==> src/rtl/dma_chan_regfile.sv <==
// DMA channel register file: per-channel mode/address/count plus shared command, request,
// mask and status registers, CPU programming port decode and per-transfer update logic.
module dma_chan_regfile #(
   parameter  int unsigned NCH = 4,
   parameter  int unsigned DW  = 8,
   localparam int unsigned AW  = 2 * DW,
   localparam int unsigned CHW = (NCH > 1) ? $clog2(NCH) : 1,
   localparam int unsigned RAW = $clog2(2 * NCH + 8)
) (
   input  logic             clk_i,
   input  logic             rst_ni,
   input  logic             cpu_wr_i,
   input  logic             cpu_rd_i,
   input  logic [RAW-1:0]   cpu_addr_i,
   input  logic [DW-1:0]    cpu_wdata_i,
   output logic [DW-1:0]    cpu_rdata_o,
   input  logic [NCH-1:0]   dreq_i,
   input  logic             upd_valid_i,
   input  logic [CHW-1:0]   upd_ch_i,
   input  logic             eop_i,
   output logic [AW-1:0]    addr_o,
   output logic [NCH-1:0]   tc_o,
   output logic [6*NCH-1:0] mode_o,
   output logic [DW-1:0]    command_o,
   output logic [NCH-1:0]   request_o,
   output logic [NCH-1:0]   mask_o
);

   localparam int unsigned C = 2 * NCH;

   logic [AW-1:0]  base_addr_q [NCH];
   logic [AW-1:0]  base_addr_d [NCH];
   logic [AW-1:0]  cur_addr_q  [NCH];
   logic [AW-1:0]  cur_addr_d  [NCH];
   logic [AW-1:0]  base_cnt_q  [NCH];
   logic [AW-1:0]  base_cnt_d  [NCH];
   logic [AW-1:0]  cur_cnt_q   [NCH];
   logic [AW-1:0]  cur_cnt_d   [NCH];
   logic [5:0]     mode_q      [NCH];
   logic [5:0]     mode_d      [NCH];
   logic [DW-1:0]  command_q, command_d;
   logic [DW-1:0]  rdata_q, rdata_d;
   logic [NCH-1:0] request_q, request_d;
   logic [NCH-1:0] mask_q, mask_d;
   logic [NCH-1:0] tc_flags_q, tc_flags_d;
   logic [NCH-1:0] tc_q, tc_d;
   logic           bp_q, bp_d;

   int unsigned    addr_int;
   logic           chan_hit, ctl_hit, tc_hit;
   logic [2:0]     ctl_idx;
   logic [CHW-1:0] wr_ch;
   logic           wr_bit;
   logic [AW-1:0]  rd_val;

   function automatic logic [AW-1:0] put_byte(input logic [AW-1:0] v, input logic hi,
                                              input logic [DW-1:0] b);
      put_byte = hi ? {b, v[DW-1:0]} : {v[AW-1:DW], b};
   endfunction

   always_comb begin
      addr_int = 32'(cpu_addr_i);
      chan_hit = addr_int < C;
      ctl_hit  = (addr_int >= C) && (addr_int < C + 8);
      ctl_idx  = 3'(addr_int - C);
      wr_ch    = cpu_wdata_i[CHW-1:0];
      wr_bit   = cpu_wdata_i[CHW];
   end

   always_comb begin
      for (int unsigned i = 0; i < NCH; i++) begin
         base_addr_d[i] = base_addr_q[i];
         cur_addr_d[i]  = cur_addr_q[i];
         base_cnt_d[i]  = base_cnt_q[i];
         cur_cnt_d[i]   = cur_cnt_q[i];
         mode_d[i]      = mode_q[i];
      end
      command_d  = command_q;
      request_d  = request_q;
      mask_d     = mask_q;
      tc_flags_d = tc_flags_q;
      tc_d       = '0;
      rdata_d    = rdata_q;
      bp_d       = bp_q;
      rd_val     = '0;
      tc_hit     = 1'b0;

      if (cpu_rd_i) begin
         rdata_d = '0;
         if (chan_hit) begin
            for (int unsigned i = 0; i < NCH; i++) begin
               if (addr_int == 2 * i)     rd_val = cur_addr_q[i];
               if (addr_int == 2 * i + 1) rd_val = cur_cnt_q[i];
            end
            rdata_d = bp_q ? rd_val[AW-1:DW] : rd_val[DW-1:0];
            bp_d    = ~bp_q;
         end else if (ctl_hit) begin
            case (ctl_idx)
               3'd0: begin
                  rdata_d    = DW'({dreq_i, tc_flags_q});
                  tc_flags_d = '0;
               end
               3'd7:    rdata_d = DW'(mask_q);
               default: ;
            endcase
         end
      end

      if (cpu_wr_i && ctl_hit) begin
         case (ctl_idx)
            3'd0: command_d = cpu_wdata_i;
            3'd1: if (32'(wr_ch) < NCH) request_d[wr_ch] = wr_bit;
            3'd2: if (32'(wr_ch) < NCH) mask_d[wr_ch] = wr_bit;
            3'd3: if (32'(wr_ch) < NCH) mode_d[wr_ch] = cpu_wdata_i[CHW+5:CHW];
            3'd4: bp_d = 1'b0;
            3'd6: mask_d = '0;
            3'd7: mask_d = cpu_wdata_i[NCH-1:0];
            default: ;
         endcase
      end

      // TC effects land after CPU writes so a same-cycle status read or mask write loses
      if (upd_valid_i) begin
         for (int unsigned i = 0; i < NCH; i++) begin
            if (32'(upd_ch_i) == i) begin
               tc_hit        = (cur_cnt_q[i] == '0) || eop_i;
               cur_addr_d[i] = mode_q[i][2] ? cur_addr_q[i] - AW'(1) : cur_addr_q[i] + AW'(1);
               cur_cnt_d[i]  = cur_cnt_q[i] - AW'(1);
               if (tc_hit) begin
                  tc_d[i]       = 1'b1;
                  tc_flags_d[i] = 1'b1;
                  request_d[i]  = 1'b0;
                  if (mode_q[i][3]) begin
                     cur_addr_d[i] = base_addr_q[i];
                     cur_cnt_d[i]  = base_cnt_q[i];
                  end else begin
                     mask_d[i] = 1'b1;
                  end
               end
            end
         end
      end

      // CPU channel writes merge into the pre-update value, dropping that register's update
      if (cpu_wr_i && chan_hit) begin
         bp_d = ~bp_q;
         for (int unsigned i = 0; i < NCH; i++) begin
            if (addr_int == 2 * i) begin
               base_addr_d[i] = put_byte(base_addr_q[i], bp_q, cpu_wdata_i);
               cur_addr_d[i]  = put_byte(cur_addr_q[i], bp_q, cpu_wdata_i);
            end
            if (addr_int == 2 * i + 1) begin
               base_cnt_d[i] = put_byte(base_cnt_q[i], bp_q, cpu_wdata_i);
               cur_cnt_d[i]  = put_byte(cur_cnt_q[i], bp_q, cpu_wdata_i);
            end
         end
      end

      if (cpu_wr_i && ctl_hit && (ctl_idx == 3'd5)) begin
         command_d  = '0;
         request_d  = '0;
         tc_flags_d = '0;
         bp_d       = 1'b0;
         mask_d     = '1;
      end
   end

   always_ff @(posedge clk_i or negedge rst_ni) begin
      if (!rst_ni) begin
         for (int unsigned i = 0; i < NCH; i++) begin
            base_addr_q[i] <= '0;
            cur_addr_q[i]  <= '0;
            base_cnt_q[i]  <= '0;
            cur_cnt_q[i]   <= '0;
            mode_q[i]      <= '0;
         end
         command_q  <= '0;
         request_q  <= '0;
         mask_q     <= '1;
         tc_flags_q <= '0;
         tc_q       <= '0;
         rdata_q    <= '0;
         bp_q       <= 1'b0;
      end else begin
         for (int unsigned i = 0; i < NCH; i++) begin
            base_addr_q[i] <= base_addr_d[i];
            cur_addr_q[i]  <= cur_addr_d[i];
            base_cnt_q[i]  <= base_cnt_d[i];
            cur_cnt_q[i]   <= cur_cnt_d[i];
            mode_q[i]      <= mode_d[i];
         end
         command_q  <= command_d;
         request_q  <= request_d;
         mask_q     <= mask_d;
         tc_flags_q <= tc_flags_d;
         tc_q       <= tc_d;
         rdata_q    <= rdata_d;
         bp_q       <= bp_d;
      end
   end

   always_comb begin
      mode_o = '0;
      addr_o = '0;
      for (int unsigned i = 0; i < NCH; i++) begin
         mode_o[6*i +: 6] = mode_q[i];
         if (32'(upd_ch_i) == i) addr_o = cur_addr_q[i];
      end
   end

   assign cpu_rdata_o = rdata_q;
   assign tc_o        = tc_q;
   assign command_o   = command_q;
   assign request_o   = request_q;
   assign mask_o      = mask_q;

endmodule

==> config.mk <==
export PLATFORM = sky130hd
export DESIGN_NAME = dma_chan_regfile
export DESIGN_NICKNAME = d
export VERILOG_FILES = /design/src/rtl/dma_chan_regfile.sv
export SDC_FILE = /design/constraint.sdc
export NUM_CORES = 1
export LEC_CHECK = 0
export CAP_MARGIN = 25
export CORE_ASPECT_RATIO = 0.5
export CORE_MARGIN = 1.5
export CORE_UTILIZATION = 41
export DETAILED_ROUTE_END_ITERATION = 6
export SLEW_MARGIN = 10
export SYNTH_ARGS = -nofsm -noshare
export SYNTH_HDL_FRONTEND = slang
export SYNTH_SLANG_ARGS = --single-unit
==> constraint.sdc <==
create_clock -name clk_i -period 8.5 [get_ports clk_i]
set_input_delay 2.125 -clock clk_i [delete_from_list [all_inputs] [get_ports clk_i]]
set_output_delay 2.125 -clock clk_i [all_outputs]
set_load 0.02 [all_outputs]
==> flow_metrics.py <==
metrics = {
    "run_status": {
        "status": "finished clean",
    },
    "die": {
        "pin_count": 92,
        "fp.dieW_um": 308,
        "die_h_um": 156,
        "start_util": 0.419,
        "coreArea_um2": 45600,
        "die-area_um2": 47900,
        "rows": 55,
    },
    "placement": {
        "place_inst": 2782,
        "portBuffers": 91,
        "dp_hpwl_um": 47900,
        "gp_congestion": 0.958,
    },
    "timing": {
        "fmax_mhz": 155,
        "slew_violations": 0,
        "period_minus_slack_ns": 6.44,
        "max_slew.worst_pin.slew_ns": 1.13,
        "post-route-period-util": 0.758,
        "final.setup_skew_ns": 0.0119,
        "tns_ns": 0,
        "setup_viol": 0,
        "maxSlewHeadroom": 0.248,
        "hold_viol": 0,
        "rsz0062_at_grt": "false",
    },
    "cells_and_area": {
        "synthToLayoutAreaGrowth_pct": 14.4,
        "final_util": 0.479,
        "finalNetCount": 2281,
        "stdcell_count": 2846,
        "drive_gt1_frac": 0.115,
    },
    "setup_path": {
        "cp-end-kind": "output port",
        "cp-startpoint": "upd_ch_i[0]",
        "reg2reg_slack_ns": 4.74,
        "worstPathMaxFanout": 9,
        "crit_type": "primary input to output port",
        "arrival_ns": 4.32,
        "worstRegToRegCells": 11,
        "r2r-end": "cur_cnt_q[3]",
        "reg2reg_from": "cur_cnt_q[1]",
        "worstSetupEndpoint": "addr_o[15]",
        "start_kind": "primary input",
        "crit_required_ns": 6.38,
    },
    "yosys": {
        "synthMuxAreaShare": 0.0999,
        "syn_inst": 2159,
        "synth_area_um2": 19100,
        "syn_area_per_cell_um2": 8.84,
        "synth_compound_area_frac": 0.205,
        "synthSimpleGateAreaFrac": 0.182,
        "synth_top_family_by_area": "compound AO/OA/AOI/OAI gates",
        "synth-adder-area-share": 0.0435,
        "async_flop_share": 1.00,
        "synth_edf_count": 0,
        "ys_seq_area_frac": 0.411,
        "synth_top_area_share": 0.405,
        "ys_seq_elements": 313,
        "yosysWarnings": 0,
        "post_synth_xor_area_fraction": 0.0252,
        "synth_cell_type_count": 76,
        "synth-main-ff-cell": "dfrtp_1",
        "netlist_top_cells_area": "dfrtp_1, nand2_1, mux2_2",
        "synth_nets": 2247,
        "synth_top_area_cell": "dfrtp_1",
    },
    "global_routing": {
        "grt_max_degree": 153,
        "grt_pass1_wl_um": 107000,
        "overflow": 0,
        "antenna_found_initial": 4,
        "grt_pass1_vias": 16600,
        "grt_util_all_layers": 0.297,
    },
    "clock_network": {
        "post_cts_resized": 0,
        "insertion_delay_ns": 0.59,
        "cts_tree": "yes",
        "post-cts-setup-buffer-count": 0,
        "root_buffer": "clkbuf_16",
        "clk_path_buf_depth": 3,
        "cts_hold_buf": 0,
        "cts.sinks": 313,
        "cts_max_level": 1,
        "clkTransAtPathRegs_ns": 0.07,
        "cts_made_buffers": 31,
    },
    "flow_run": {
        "cap_violations": 0,
    },
    "routing": {
        "drc": 0,
        "routed_via_density": 6.24,
        "wire_per_inst_um": 24.9,
        "dr.pass1.iters": 6,
        "vias": 17700,
        "routed_wl_um": 70800,
        "first_iter_violations": 2370,
        "final_antenna_net_count": 0,
    },
    "min_path": {
        "hold_path.class": "flip-flop to flip-flop",
        "holdPathStages": 2,
    },
    "power": {
        "total_power_w": 0.00666,
        "power_per_cell_area_nw_per_um2": 305,
        "p_leak_nw": 9.46,
        "vdd_drop_max_mv": 0.124,
    },
}
==> synthesized netlist by cell type (30+ instances only) <==
cell	n
a21oi_1	186
a31oi_1	40
clkbuf_1	120
dfrtp_1	309
ha_1	60
inv_1	30
mux2_2	83
mux4_2	32
nand2_1	404
nand3_1	51
nor2_1	171
nor3_1	64
o21ai_0	146
xnor2_1	36
==> how the worst min path moves through the flow <==
stage | slack, ns | end | from
floorplan | 0.44 | base_addr_q[40] | base_addr_q[40]
global placement | 0.45 | base_addr_q[40] | base_addr_q[40]
detailed placement | 0.46 | base_addr_q[40] | base_addr_q[40]
CTS | 0.47 | base_addr_q[40] | base_addr_q[40]
global route | 0.50 | base_cnt_q[44] | base_cnt_q[44]
finish | 0.47 | base_addr_q[21] | base_addr_q[21]
==> cell families (layout without fill, tap and decap cells) <==
kind of cell,Yosys count,in the layout
compound gates,619,619
fa+ha+maj,64,64
other cells,0,3
buf+inv,170,227
mux,140,140
simple gates,798,798
flops,313,313
xor+xnor,55,55
==> final cells by class <==
type	count	area, um^2
Fill cell	4342	23700
Multi-Input combinational cell	1676	10600
Sequential cell	313	7840
Timing Repair Buffer	141	1340
Clock buffer	40	860
Tap cell	627	785
Clock inverter	16	267
Inverter	30	113
Antenna cell	3	7.51
==> flip-flops by register name, indices dropped and copies added (netlist names) <==
name and flops:
tc_flags_q 4, request_o 4, cpu_rdata_o 8, mode_o 24, mask_o 4, tc_o 4, cur_addr_q 64, base_addr_q 64
cur_cnt_q 64, bp_q 1, command_o 8, base_cnt_q 64
==> power by group <==
part,total [W],internal (W),leakage (nW),switching [W]
combinational,0.00232,0.00110,4.98,0.00122
sequential,0.00277,0.00194,3.93,0.000831
clock,0.00157,0.000924,0.546,0.000642
total,0.00666,0.00396,9.46,0.00270
==> placed cells by master (no fill, tap or decap), drive strengths merged, types with 7 or more instances in the layout <==
master,n
inv,31
or3,15
nand4,7
nor2b,14
a22oi,21
o221ai,10
a21o,15
ha,60
nor2,171
nand2b,19
buf,60
xor2,19
a211oi,27
a221oi,18
a21oi,186
clkdlybuf4s50,81
o211ai,26
a31oi,40
o31ai,7
bufinv,7
nor4,10
dfrtp,309
nor3,64
o21ai,150
or2,7
nand3,51
xnor2,36
nand2,404
mux2,83
a222oi,14
o22ai,26
mux2i,25
a22o,13
clkbuf,40
mux4,32
and3,8
==> routing by layer <==
layer  GRT usage  routed length (um)  vias to the layer above
li1            -                   -                     7961
met1       0.438               30900                     8682
met2       0.418               28500                      940
met3      0.0716                8300                      165
met4       0.111                3040                        0
met5           0                   0                        -
==> per-stage QoR <==
stage | worst slack, ns | hold WS (ns) | instance area [um^2]
floorplan | 2.67 | 0.441 | 19100
global placement | 1.77 | 0.452 | 20500
detailed placement | 1.77 | 0.458 | 20600
CTS | 1.77 | 0.474 | 21700
global route | 1.95 | 0.499 | 21800
finish | 2.06 | 0.473 | 21800
==> worst max-delay path: stages <==
cell and delay (ns):
clkdlybuf4s50_1 0.83, buf_8 0.24, buf_4 0.18, mux4_2 0.36, clkdlybuf4s50_1 0.56
No activity file was read; power rests on OpenSTA's default activity.
